`config.mk`:
```
export PLATFORM = sky130hd
export DESIGN_NAME = fetch_ctrl
export DESIGN_NICKNAME = d
export VERILOG_FILES = /design/src/rtl/fetch_pkg.sv /design/src/rtl/pc_next.sv /design/src/rtl/fetch_ctrl.sv
export SDC_FILE = /design/constraint.sdc
export NUM_CORES = 1
export LEC_CHECK = 0
export BUFFER_PORTS_ARGS = -buffer_cell sky130_fd_sc_hd__buf_2
export CORE_ASPECT_RATIO = 0.9
export CORE_UTILIZATION = 54
export DETAILED_ROUTE_END_ITERATION = 10
export PLACE_DENSITY = 0.81
export SETUP_SLACK_MARGIN = 0.05
export SYNTH_ARGS = -nofsm -noshare
export SYNTH_HDL_FRONTEND = slang
export SYNTH_SLANG_ARGS = --single-unit
```
`constraint.sdc`:
```
create_clock -name clk -period 4.7 [get_ports clk]
set_input_delay 0.235 -clock clk [delete_from_list [all_inputs] [get_ports clk]]
set_output_delay 0.235 -clock clk [all_outputs]
set_load 0.05 [all_outputs]
```
`src/rtl/fetch_pkg.sv`:
```
// Shared types and constants for the instruction fetch controller.
//   fetch_state_t : FSM encoding (request, output-hold, drop-in-flight)
//   PC_STEP       : sequential PC increment in bytes
package fetch_pkg;

  typedef enum logic [1:0] {
    FS_REQ  = 2'd0,
    FS_OUT  = 2'd1,
    FS_DROP = 2'd2
  } fetch_state_t;

  localparam int unsigned PC_STEP = 4;

endpackage

```
`src/rtl/pc_next.sv`:
```
// Next-PC selection for fetch_ctrl (purely combinational).
// Priority: flush target > branch target (instr_pc + imm) > sequential step > hold.
// All additions wrap modulo 2^WIDTH.
// Ports:
//   flush      in   redirect to flush_pc
//   branch     in   accepted instruction takes its branch
//   step       in   fetch completed in REQ, advance by PC_STEP
//   pc         in   current PC
//   instr_pc   in   PC of the instruction being accepted
//   imm        in   branch offset
//   flush_pc   in   flush target
//   pc_nxt     out  PC to load on the next clock edge
module pc_next
  import fetch_pkg::*;
#(
  parameter int WIDTH = 32
) (
  input  logic             flush,
  input  logic             branch,
  input  logic             step,
  input  logic [WIDTH-1:0] pc,
  input  logic [WIDTH-1:0] instr_pc,
  input  logic [WIDTH-1:0] imm,
  input  logic [WIDTH-1:0] flush_pc,
  output logic [WIDTH-1:0] pc_nxt
);

  always_comb begin
    pc_nxt = pc;
    if (flush) begin
      pc_nxt = flush_pc;
    end else if (branch) begin
      pc_nxt = instr_pc + imm;
    end else if (step) begin
      pc_nxt = pc + WIDTH'(PC_STEP);
    end
  end

endmodule

```
`src/rtl/fetch_ctrl.sv`:
```
// Instruction fetch sequencer: owns the PC, issues req/ack reads to
// instruction memory, presents each fetched word to decode on a valid/ready
// handshake and applies branch and flush redirects.
// Optional build macro: FETCH_CTRL_STATS_EN adds saturating accept/stall counters.
// Ports:
//   clk, rst                  clock, asynchronous active-high reset
//   PCsrc, ImmOp              branch taken / offset for the instruction being accepted
//   flush_i, flush_pc_i       redirect fetch, discard in-flight work
//   mem_req_o, mem_addr_o     memory read request and address
//   mem_ack_i, mem_rdata_i    read completion and data
//   instr_valid_o/ready_i     decode handshake
//   instr_o, instr_pc_o       fetched word and its PC
//   fetch_cnt_o, stall_cnt_o  [FETCH_CTRL_STATS_EN] accepted instrs, valid&&!ready cycles
module fetch_ctrl
  import fetch_pkg::*;
#(
  parameter int               WIDTH    = 32,
  parameter int               INSTR_W  = 32,
  parameter logic [WIDTH-1:0] RESET_PC = '0
) (
  input  logic               clk,
  input  logic               rst,
  input  logic               PCsrc,
  input  logic [WIDTH-1:0]   ImmOp,
  input  logic               flush_i,
  input  logic [WIDTH-1:0]   flush_pc_i,
  output logic               mem_req_o,
  output logic [WIDTH-1:0]   mem_addr_o,
  input  logic               mem_ack_i,
  input  logic [INSTR_W-1:0] mem_rdata_i,
  output logic               instr_valid_o,
  input  logic               instr_ready_i,
  output logic [INSTR_W-1:0] instr_o,
  output logic [WIDTH-1:0]   instr_pc_o
`ifdef FETCH_CTRL_STATS_EN
  ,
  output logic [31:0]        fetch_cnt_o,
  output logic [31:0]        stall_cnt_o
`endif
);

  fetch_state_t     state;
  logic [WIDTH-1:0] pc;
  logic [WIDTH-1:0] pc_nxt;
  // Address of the request still outstanding while in DROP; pc already holds
  // the redirect target, but the memory must keep seeing the original address.
  logic [WIDTH-1:0] drop_addr;

  logic accept;
  logic req_done;

  assign accept   = (state == FS_OUT) && instr_ready_i;
  assign req_done = (state == FS_REQ) && mem_ack_i;

  assign mem_req_o  = (state != FS_OUT);
  assign mem_addr_o = (state == FS_DROP) ? drop_addr : pc;

  pc_next #(
    .WIDTH (WIDTH)
  ) u_pc_next (
    .flush    (flush_i),
    .branch   (accept && PCsrc),
    .step     (req_done),
    .pc       (pc),
    .instr_pc (instr_pc_o),
    .imm      (ImmOp),
    .flush_pc (flush_pc_i),
    .pc_nxt   (pc_nxt)
  );

  always_ff @(posedge clk or posedge rst) begin
    if (rst) begin
      state         <= FS_REQ;
      pc            <= RESET_PC;
      drop_addr     <= RESET_PC;
      instr_valid_o <= 1'b0;
      instr_o       <= '0;
      instr_pc_o    <= '0;
    end else begin
      pc <= pc_nxt;
      if (flush_i) begin
        instr_valid_o <= 1'b0;
        unique case (state)
          FS_REQ: begin
            // An ack in the same cycle retires the request, nothing left to drop.
            if (mem_ack_i) begin
              state <= FS_REQ;
            end else begin
              state     <= FS_DROP;
              drop_addr <= pc;
            end
          end
          FS_OUT:  state <= FS_REQ;
          FS_DROP: state <= mem_ack_i ? FS_REQ : FS_DROP;
          default: state <= FS_REQ;
        endcase
      end else begin
        unique case (state)
          FS_REQ: begin
            if (mem_ack_i) begin
              instr_o       <= mem_rdata_i;
              instr_pc_o    <= pc;
              instr_valid_o <= 1'b1;
              state         <= FS_OUT;
            end
          end
          FS_OUT: begin
            if (instr_ready_i) begin
              instr_valid_o <= 1'b0;
              state         <= FS_REQ;
            end
          end
          FS_DROP: begin
            if (mem_ack_i) begin
              state <= FS_REQ;
            end
          end
          default: state <= FS_REQ;
        endcase
      end
    end
  end

`ifdef FETCH_CTRL_STATS_EN
  function automatic logic [31:0] sat_inc(input logic [31:0] c);
    return (c == 32'hFFFF_FFFF) ? c : c + 32'd1;
  endfunction

  always_ff @(posedge clk or posedge rst) begin
    if (rst) begin
      fetch_cnt_o <= '0;
      stall_cnt_o <= '0;
    end else begin
      // A flush discards the held instruction, so it is not counted as accepted.
      if (accept && !flush_i) begin
        fetch_cnt_o <= sat_inc(fetch_cnt_o);
      end
      if (instr_valid_o && !instr_ready_i) begin
        stall_cnt_o <= sat_inc(stall_cnt_o);
      end
    end
  end
`endif

endmodule

```
==> results of run 1 <==
## state kept, by name (all words and copies together) (netlist names)
| name | cells |
|---|---|
| state | 2 |
| drop_addr | 32 |
| instr_o | 32 |
| pc | 32 |
| instr_valid_o | 1 |
| instr_pc_o | 32 |
## final cells by class
cell class	count	area [um^2]
Tap cell	193	241
Clock buffer	18	429
Timing Repair Buffer	210	1080
Clock inverter	13	113
Inverter	17	66.3
Fill cell	1086	4520
Sequential cell	131	3280
Multi-Input combinational cell	567	4380
## metrics by stage
stage / hold slack (ns) / instance area [um^2] / setup slack [ns] / cells / total power, mW
3_5_place_dp: 0.267 / 9040 / 1.86 / 1117 / 4.04
2_1_floorplan: 0.307 / 7850 / 0.967 / 754 / 3.49
3_3_place_gp: 0.264 / 9040 / 1.99 / 1117 / 4.00
5_1_grt: 0.0207 / 9590 / 1.61 / 1149 / 5.57
4_1_cts: 0.00917 / 9590 / 1.82 / 1149 / 5.30
6_report: 0.0173 / 9590 / 1.80 / 1149 / 5.29
## placed cells by master, fill, tap and decap left out, types with 6 or more instances in the layout
cell type   instances
a21o_1             16
ha_1               32
nor3_1             13
nand2_1            61
xor2_1             21
nand4_1             7
mux2i_1             7
and3_1             11
a31oi_1             6
buf_4              10
a211oi_1           13
mux2_2            127
nand2b_1            6
dfrtp_1           131
inv_1              16
o21ai_0            45
xnor2_1            25
nand3_1            10
and4_1              7
a21oi_1            48
buf_2             199
nor2_1             34
clkbuf_16          17
clkinvlp_4          6
## where the power goes
part / total, mW / switching [mW] / leakage, nW / internal (mW)
logic: 2.42 / 1.58 / 2.70 / 0.842
clock network: 1.24 / 0.519 / 0.250 / 0.721
registers: 1.63 / 0.227 / 1.56 / 1.41
total: 5.29 / 2.32 / 4.51 / 2.97
## worst max-delay path, delay by kind of cell, from the launching register on
| family | cells | cell delay [ns] |
|---|---|---|
| AO/OA/AOI/OAI | 7 | 2.03 |
| AND/OR/NAND/NOR | 1 | 0.04 |
| flip-flops | 1 | 0.40 |
| adder cells (fa/ha/maj) | 1 | 0.32 |
## path summary, 6_finish.rpt
path                                 end  slack [ns]
max reg2reg                       pc[31]        1.80
min                                pc[0]        0.02
max                               pc[31]        1.80
max in group asynchronous  drop_addr[15]        3.27
min in group asynchronous     instr_o[4]        0.36
min reg2reg                drop_addr[15]        0.50
## kinds of logic (layout without fill, tap and decap cells)
family / after synthesis / after routing / synth area share (%)
fa+ha+maj: 33 / 33 / 5.35
mux: 135 / 135 / 19.3
simple gates: 182 / 182 / 11.8
xor+xnor: 46 / 46 / 5.13
buf+inv: 56 / 258 / 2.72
compound gates: 171 / 171 / 14.0
flops: 131 / 131 / 41.7
## per-layer routing
| metal | share of wire [%] | vias up | track usage, % |
|---|---|---|---|
| met4 | 2.6 | 0 | 13.3 |
| met1 | 43 | 3262 | 37.7 |
| met5 | 0 | - | 0 |
| li1 | - | 3118 | - |
| met2 | 46 | 294 | 46.9 |
| met3 | 7.7 | 43 | 8.20 |
## repair_timing
| item | CTS | global route |
|---|---|---|
| endpoints found under the hold margin | 32 | 0 |
| gates resized for setup | 0 | 0 |
| hold buffers | 1 | 0 |
==> results.md, run 1 <==
- Outcome: complete, no violations
- Sequential area share after synthesis: 41.7%
- Crit path largest cell delay: slightly above 0.4 ns
- Fin. max-slew vios: 0
- Initial Utilization: between 50% and 60%
- Top-level I/O count: 200
- Setup violations, final: 0
- Max cap viols: 0
- Critical path type: register to register
- # rows: 41
- Detail Placement HPWL: 15.3 mm
- H-tree levels: 4
- Post-synth EDFFs: 0
- CTS tree: done
- Critical path cell sequence: ha_1 -> a211oi_1 -> o211ai_1 -> a31oi_1 -> a31oi_1 -> a31o_2 -> a311oi_1 -> a41o_1 -> nor3_1
- DIE HEIGHT: between 100 and 150 um
- Clock Skews: 0.00928 ns
- Final period util: 61.8%
- Yosys top cell by area: dfrtp_1
- Synth Instances: 754
- Area grow syn2layout: 22.1%
- Pleak: 4.51 nW
- Root buffer cell: clkbuf_16
- RSZ-0062 raised after global routing: no
- Final Core Density: 68.0%
- CP max-delay cell: a311oi_1
- Area of the core: 0.0141 mm^2
- Hold Vio Cnt, Final: 0
- Post-synth cell types: 61
- Gpl congestion: 0.975
- Sum Neg Setup Slack: 0 ns
- Startpoint Class: register
- Final Critical Period: around 2.9 ns
- GRT Residual Overflow: 0
- Synth Flop Type: dfrtp_1
- Max_slew headroom: approximately 37%
- Syn_nets: between 800 and 900
- Async set or reset register ratio after synthesis: 100%
- Antenna-violating nets left: 0
- Die ar.: about 0.015 mm^2
- Post-CTS Setup Bufs: 0
- Initial antenna violation count: 0
- Crit path DAT: 3.20 ns
- Reg2reg path depth: 9
- GRT Total Usage: 29.5%
- Crit path top cell by count: a31oi_1
- Post-DR wirelength/cell: 18.5 um
- Largest net degree at the start of global routing: 56
- WP data required: ~5.0 ns
- Ant diodes: 0
- Most frequent cell after synthesis: dfrtp_1
- Residual DRC: 0
- Worst hold path stage count: 3
- Share of cells above drive strength 1: roughly 40%
- Worst-margin pin slew: between 0.9 and 1 ns
- Synth area leaders: dfrtp_1, mux2_2, ha_1, a21oi_1, nand2_1
- Pwr dens: ~550 mW/mm^2
- CP Capture Type: register
- HP Class: input pin to register
- Sink Count: roughly 130
- Synthesized area: slightly below 0.008 mm^2
- Vias/cell: between 5 and 6
- Commonest cells in the netlist: dfrtp_1, mux2_2, nand2_1
- Nets: 1079
- Hold_sp: flush_pc_i[0]
- Worst-skew pair later-pin latency: about 0.43 ns
- Drt pass-1 iters: 5
- First-pass GRT wire length: about 34 mm
- Port bufs: between 150 and 200
- Worst-path clk slew: ~0.06 ns
- CTS max path bufs: 2
- Synth Area per Inst: around 10 um^2
- Peak VDD IR: between 0.0004 and 0.0005 V
- Share of the synthesized area in the top cell type: around two fifths
- Crit path max fanout: 3
- Inserted Clock Buffers: 17
- Chip width: around 130 um
- Starting DRT DRC Count: roughly 380
- YS warnings: 0
- Max frequency: ~0.34 GHz
- DR vias: around 6700
- Worst r2r src: instr_pc_o[1]
- Number of global-route vias before repair: 6692
- Post-synthesis register bit count: ~130
- Critical Path Start: instr_pc_o[1]
- Routed Wire Length: 21.2 mm
No activity file was read; power rests on OpenSTA's default activity.
==> run 2, diff against run 1 <==
--- a/config.mk
+++ b/config.mk
@@ -7,9 +7,9 @@
 export LEC_CHECK = 0
 export BUFFER_PORTS_ARGS = -buffer_cell sky130_fd_sc_hd__buf_2
 export CORE_ASPECT_RATIO = 0.9
-export CORE_UTILIZATION = 54
+export CORE_UTILIZATION = 49
 export DETAILED_ROUTE_END_ITERATION = 10
-export PLACE_DENSITY = 0.81
+export PLACE_DENSITY = 0.78
 export SETUP_SLACK_MARGIN = 0.05
 export SYNTH_ARGS = -nofsm -noshare
 export SYNTH_HDL_FRONTEND = slang
==> constraint.sdc (replaced) <==
create_clock -name clk -period 2.55 [get_ports clk]
set_input_delay 0.1275 -clock clk [delete_from_list [all_inputs] [get_ports clk]]
set_output_delay 0.1275 -clock clk [all_outputs]
set_load 0.05 [all_outputs]
==> results.md, run 2 (same netlist as run 1, synthesis figures left out) <==
- Max cap viols: 0 (unchanged)
- Top Family by Delay on Critical Path: compound AO/OA/AOI/OAI gates
- First-pass GRT wire length: 37.0 mm (+9.6%)
- Area post-placement: 0.00943 mm^2 (+4.3%)
- Crit path DAT: 2.88 ns (-0.32 ns)
- HP Class: input pin to register
- Final WS setup: -0.0138 ns (-1.81 ns)
- Vias/cell: 5.74 (-1.9%)
- Root buffer cell: clkbuf_16
- Worst-skew pair later-pin latency: 0.43 ns (about the same)
- Peak VDD IR: 0.000793 V (+93%)
- Starting DRT DRC Count: 651 (+73%)
- Most common cell after layout, fill and taps aside: buf_2
- Detail Placement HPWL: 15.7 mm (+2.5%)
- RSZ-0062 raised after global routing: yes
- Inserted Clock Buffers: 17 (unchanged)
- Fin Hold WS: 0.00716 ns (-0.0102 ns)
- Crit path largest cell delay: 0.43 ns (+0.02 ns)
- Routed Wire Length: 23.6 mm (+11%)
- Final Critical Period: 2.56 ns (-0.340 ns)
- CTS max path bufs: 2 (unchanged)
- Most frequent cells in the layout: buf_2, mux2_2, dfrtp_1
- Initial antenna violation count: 0 (unchanged)
- CTS tree: done
- Max_slew headroom: 50.8% (+14 points)
- Antenna-violating nets left: 0 (unchanged)
- Ant diodes: 0 (unchanged)
- Worst-path clk slew: 0.06 ns (about the same)
- Drt pass-1 iters: 6 (+1)
- # rows: 43 (+4.9%)
- Residual DRC: 0 (unchanged)
- Pwr dens: 980 mW/mm^2 (+78%)
- Area of the core: 0.0155 mm^2 (+10%)
- GRT Total Usage: 29.3% (-0.20 points)
- Pleak: 4.98 nW (+10%)
- Critical path type: register to register
- Outcome: finished, violations left
- Max frequency: 0.390 GHz (+13%)
- CP max-delay cell: dfrtp_2
- Number of global-route vias before repair: 7265 (+8.6%)
- Hold Vio Cnt, Final: 0 (unchanged)
- Initial Utilization: 50.5% (-5.2 points)
- Worst-margin pin slew: 0.738 ns (-0.210 ns)
- Post-route cell area: 0.0108 mm^2 (+13%)
- Final period util: 101% (+39 points)
- Setup violations, final: 2 (+2)
- DR vias: 7187 (+7.0%)
- Die ar.: 0.0165 mm^2 (+10%)
- H-tree levels: 4 (unchanged)
- Nets: 1173 (+8.7%)
- Share of cells above drive strength 1: 46.3% (+6.0 points)
- Gpl congestion: 0.959 (-1.6%)
- Failing checks: negative setup slack
- WP data required: 2.87 ns (-2.13 ns)
- Sink Count: 131 (unchanged)
- Port bufs: 199 (unchanged)
- Post-DR wirelength/cell: 18.8 um (+1.9%)
- GRT Residual Overflow: 0 (unchanged)
- Crit path max fanout: 6 (+3)
- Clock Skews: 0.0107 ns (+0.00146 ns)
- Dpl ws: -0.103 ns (-1.97 ns)
- Chip width: 135 um (+4.9%)
- Largest net degree at the start of global routing: 132 (+140%)
- DIE HEIGHT: 122 um (+4.9%)
- Critical path cell sequence: ha_4 -> and4_1 -> or3_4 -> o21ba_2 -> o211ai_1 -> buf_4 -> o21ai_2 -> a21oi_1 -> nor3_2 -> a211o_1
- Fin. max-slew vios: 0 (unchanged)
- Area grow syn2layout: 37.8%
- Sum Neg Setup Slack: -0.0230 ns (-0.0230 ns)
- Buffer and inverter count on the worst path: 1 (+1)
- Top-level I/O count: 200 (unchanged)
- CP Capture Type: register
- Startpoint Class: register
- Total power: 10.6 mW (+100%)
run 2: metal layers:
layer / part of all wire, % / GRT usage [%] / vias to the layer above / wire [um]
met5: 0 / 0 / - / 0
met4: 2.8 / 13.6 / 0 / 669
met3: 7.5 / 7.49 / 55 / 1770
met2: 48 / 47.6 / 337 / 11400
met1: 41 / 36.6 / 3480 / 9770
li1: - / - / 3315 / -
run 2: repair_timing:
| item | in CTS | in global routing |
|---|---|---|
| gates cloned | 0 | 0 |
| setup endpoints to repair | 7 | 19 |
| buffers inserted | 5 | 5 |
| hold buffers | 55 | 0 |
| pin swaps | 14 | 16 |
| gates resized for setup | 11 | 24 |
| hold endpoints to repair | 185 | 0 |
run 2: area by class of cell:
type	count	area (um^2)
Inverter	17	67.6
Multi-Input combinational cell	567	4640
Tap cell	202	253
Clock buffer	19	443
Timing Repair Buffer	304	1960
Sequential cell	131	3310
Fill cell	1123	4730
Clock inverter	13	151
run 2: power breakdown:
group	total [mW]	switching [mW]	internal, mW
clock	2.46	0.982	1.48
combinational	5.12	3.16	1.96
sequential	3.03	0.416	2.62
total	10.6	4.56	6.05
run 2: worst paths after layout:
kind,startpoint,endpoint,slack (ns),cells past startpoint
max reg2reg,instr_pc_o[16],pc[26],-0.01,10
max in group asynchronous,rst,instr_pc_o[18],1.47,4
min,flush_pc_i[11],pc[11],0.007,3
min in group asynchronous,rst,instr_o[2],0.44,4
max,instr_pc_o[16],pc[26],-0.01,10
min reg2reg,drop_addr[23],drop_addr[23],0.50,1
run 2: worst register-to-register path: stages (launching register included):
cell,delay (ns)
dfrtp_2,0.43
ha_4,0.24
and4_1,0.23
or3_4,0.34
o21ba_2,0.21
o211ai_1,0.23
buf_4,0.17
o21ai_2,0.08
a21oi_1,0.19
nor3_2,0.07
a211o_1,0.27
run 2: stage by stage:
stage	util, %	std cells
after floorplan	-	754
after global placement	60.7	1156
after detailed placement	60.7	1156
after CTS	68.7	1248
after global routing	69.6	1253
final	69.6	1253
==> run 3, diff against run 2 <==
--- a/config.mk
+++ b/config.mk
@@ -7,9 +7,9 @@
 export LEC_CHECK = 0
 export BUFFER_PORTS_ARGS = -buffer_cell sky130_fd_sc_hd__buf_2
 export CORE_ASPECT_RATIO = 0.9
-export CORE_UTILIZATION = 49
+export CORE_UTILIZATION = 54
 export DETAILED_ROUTE_END_ITERATION = 10
-export PLACE_DENSITY = 0.78
+export PLACE_DENSITY = 0.81
 export SETUP_SLACK_MARGIN = 0.05
 export SYNTH_ARGS = -nofsm -noshare
 export SYNTH_HDL_FRONTEND = slang
==> constraint.sdc (replaced) <==
create_clock -name clk -period 2.9 [get_ports clk]
set_input_delay 0.145 -clock clk [delete_from_list [all_inputs] [get_ports clk]]
set_output_delay 0.145 -clock clk [all_outputs]
set_load 0.05 [all_outputs]
==> results.md, run 3 (same netlist as run 1, synthesis figures left out) <==
- Fin. max-slew vios: 0 (unchanged)
- Hold Vio Cnt, Final: 0 (unchanged)
- Initial antenna violation count: 0 (unchanged)
- Port bufs: 199 (unchanged)
- Number of global-route vias before repair: 6962 (-4.2%)
- Post-DR wirelength/cell: 19.0 um (+1.0%)
- R2R Setup Slk: 0.13 ns (+0.14 ns)
- Chip width: 129 um (-4.7%)
- Gpl congestion: 0.979 (+2.0%)
- Worst-skew pair later-pin latency: 0.43 ns (about the same)
- DR vias: 6922 (-3.7%)
- HP Class: input pin to register
- Vias/cell: 5.73 (about the same)
- Final period util: 95.6% (-4.9 points)
- CTS max path bufs: 2 (unchanged)
- Antenna-violating nets left: 0 (unchanged)
- Detail Placement HPWL: 16.0 mm (+2.1%)
- Starting DRT DRC Count: 411 (-37%)
- Peak VDD IR: 0.000757 V (-4.5%)
- Pwr dens: 863 mW/mm^2 (-12%)
- CP max-delay cell: fa_1
- Residual DRC: 0 (unchanged)
- WP data required: 3.21 ns (+0.34 ns)
- Clock Power Share: 24.1% (+0.9 points)
- Setup violations, final: 0 (-2)
- Int Power: 4.99 mW (-18%)
- Post-route cell area: 0.0102 mm^2 (-5.6%)
- Nets: 1137 (-3.1%)
- Top-level I/O count: 200 (unchanged)
- Drt pass-1 iters: 5 (-1)
- CP Capture Type: register
- Worst r2r src: instr_pc_o[0]
- Combinational Power Share: 45.8% (-2.4 points)
- Crit path largest cell delay: 0.40 ns (-0.03 ns)
- Reg2reg path depth: 11 (+1)
- Area grow syn2layout: 30.1%
- Critical path type: register to register
- Outcome: complete, no violations
- Most common cell after layout, fill and taps aside: buf_2
- First-pass GRT wire length: 35.9 mm (-2.8%)
- GRT Total Usage: 31.7% (+2.4 points)
- Sink Count: 131 (unchanged)
- Startpoint Class: register
- RSZ-0062 raised after global routing: yes
- CTS tree: done
- Inserted Clock Buffers: 17 (unchanged)
- Area of the core: 0.0141 mm^2 (-9.3%)
- Largest net degree at the start of global routing: 64 (-52%)
- Pleak: 4.79 nW (-3.8%)
- Max_slew headroom: 49.5% (-1.3 points)
- Psw: 3.84 mW (-16%)
- GRT Residual Overflow: 0 (unchanged)
- Total power: 8.82 mW (-17%)
- Worst hold path stage count: 3 (unchanged)
- Area post-placement: 0.00912 mm^2 (-3.3%)
- # rows: 41 (-4.7%)
- DIE HEIGHT: 116 um (-4.7%)
- Final Critical Period: 2.77 ns (+0.210 ns)
- Initial Utilization: 55.7% (+5.2 points)
- Max cap viols: 0 (unchanged)
- Sw Ratio: 43.5% (+0.53 points)
- Post-CTS Setup Bufs: 0 (-5)
- Root buffer cell: clkbuf_16
- Die ar.: 0.0150 mm^2 (-9.1%)
- Max frequency: 0.361 GHz (-7.6%)
- Crit path DAT: 3.08 ns (+0.20 ns)
- Ant diodes: 0 (unchanged)
- Share of cells above drive strength 1: 39.4% (-6.9 points)
- Worst-margin pin slew: 0.756 ns (+0.0180 ns)
- H-tree levels: 4 (unchanged)
- Worst-path clk slew: 0.06 ns (about the same)
- Routed Wire Length: 23.0 mm (-2.6%)
- Crit path max fanout: 3 (-3)
- Most frequent cells in the layout: buf_2, dfrtp_1, mux2_2
- Hold_sp: flush_pc_i[12]
- Critical path cell sequence: ha_1 -> inv_1 -> fa_1 -> nor2b_1 -> o211ai_1 -> a21oi_1 -> nor3_1 -> o21ai_1 -> and3_1 -> nor3_1 -> a211o_1
- Power share of the sequential group: 30.1% (+1.5 points)
- Hold EP: pc[12]
- Clock Skews: 0.00875 ns (-0.00199 ns)
- Crit Reg-Reg Endpoint: pc[26]
- Crit path top cell by count: nor3_1
run 3: how the worst max path moves through the flow:
stage / startpoint / to / slack [ns] / depth (start not counted)
floorplan: instr_pc_o[4] / pc[29] / 0.15 / 9
global placement: instr_pc_o[15] / pc[28] / 0.25 / 9
detailed placement: instr_pc_o[4] / pc[29] / 0.17 / 9
CTS: instr_pc_o[4] / pc[29] / 0.13 / 9
global route: instr_pc_o[0] / pc[26] / -0.03 / 11
finish: instr_pc_o[0] / pc[26] / 0.13 / 11
run 3: timing repair:
item | 4_1_cts | 5_1_grt
hold buffers | 50 | 0
hold endpoints to repair | 80 | 0
endpoints found under the setup margin | 0 | 7
gates resized for setup | 0 | 4
run 3: power by group through the flow:
stage / logic, mW / clock network, mW / registers (mW)
2_1_floorplan: 2.21 / 0 / 3.44
3_3_place_gp: 3.87 / 0 / 2.63
3_5_place_dp: 3.91 / 0 / 2.67
4_1_cts: 3.99 / 2.14 / 2.64
5_1_grt: 4.31 / 2.21 / 2.71
6_report: 4.04 / 2.13 / 2.65
run 3: through the flow:
step                      std cells  hold WS, ns  utilization (%)  setup TNS (ns)  worst slack [ns]
final                          1208       0.0130             72.4               0             0.127
after global routing           1208       0.0190             72.4         -0.0766           -0.0309
after detailed placement       1126        0.308             64.6               0             0.175
after global placement         1126        0.305             64.6               0             0.250
after floorplan                 754        0.217                -               0             0.152
after CTS                      1208      0.00461             72.3               0             0.126
run 3: layer usage:
layer / wire length, um / GRT usage, % / vias up
met4: 435 / 11.9 / 0
met3: 1670 / 8.66 / 31
met5: 0 / 0 / -
met1: 9870 / 40.3 / 3340
li1: - / - / 3254
met2: 11000 / 52.0 / 297
run 3: layout make-up:
type | instances | area, um^2
Sequential cell | 131 | 3280
Tap cell | 193 | 241
Fill cell | 1035 | 3890
Clock inverter | 13 | 135
Inverter | 17 | 67.6
Timing Repair Buffer | 268 | 1650
Clock buffer | 19 | 443
Multi-Input combinational cell | 567 | 4400
run 3: critical path, delay by kind of cell (launching register included):
| family | cells | cell delay (ns) |
|---|---|---|
| flops | 1 | 0.37 |
| fa+ha+maj | 2 | 0.63 |
| simple gates | 4 | 0.56 |
| compound gates | 4 | 1.03 |
| buf+inv | 1 | 0.07 |
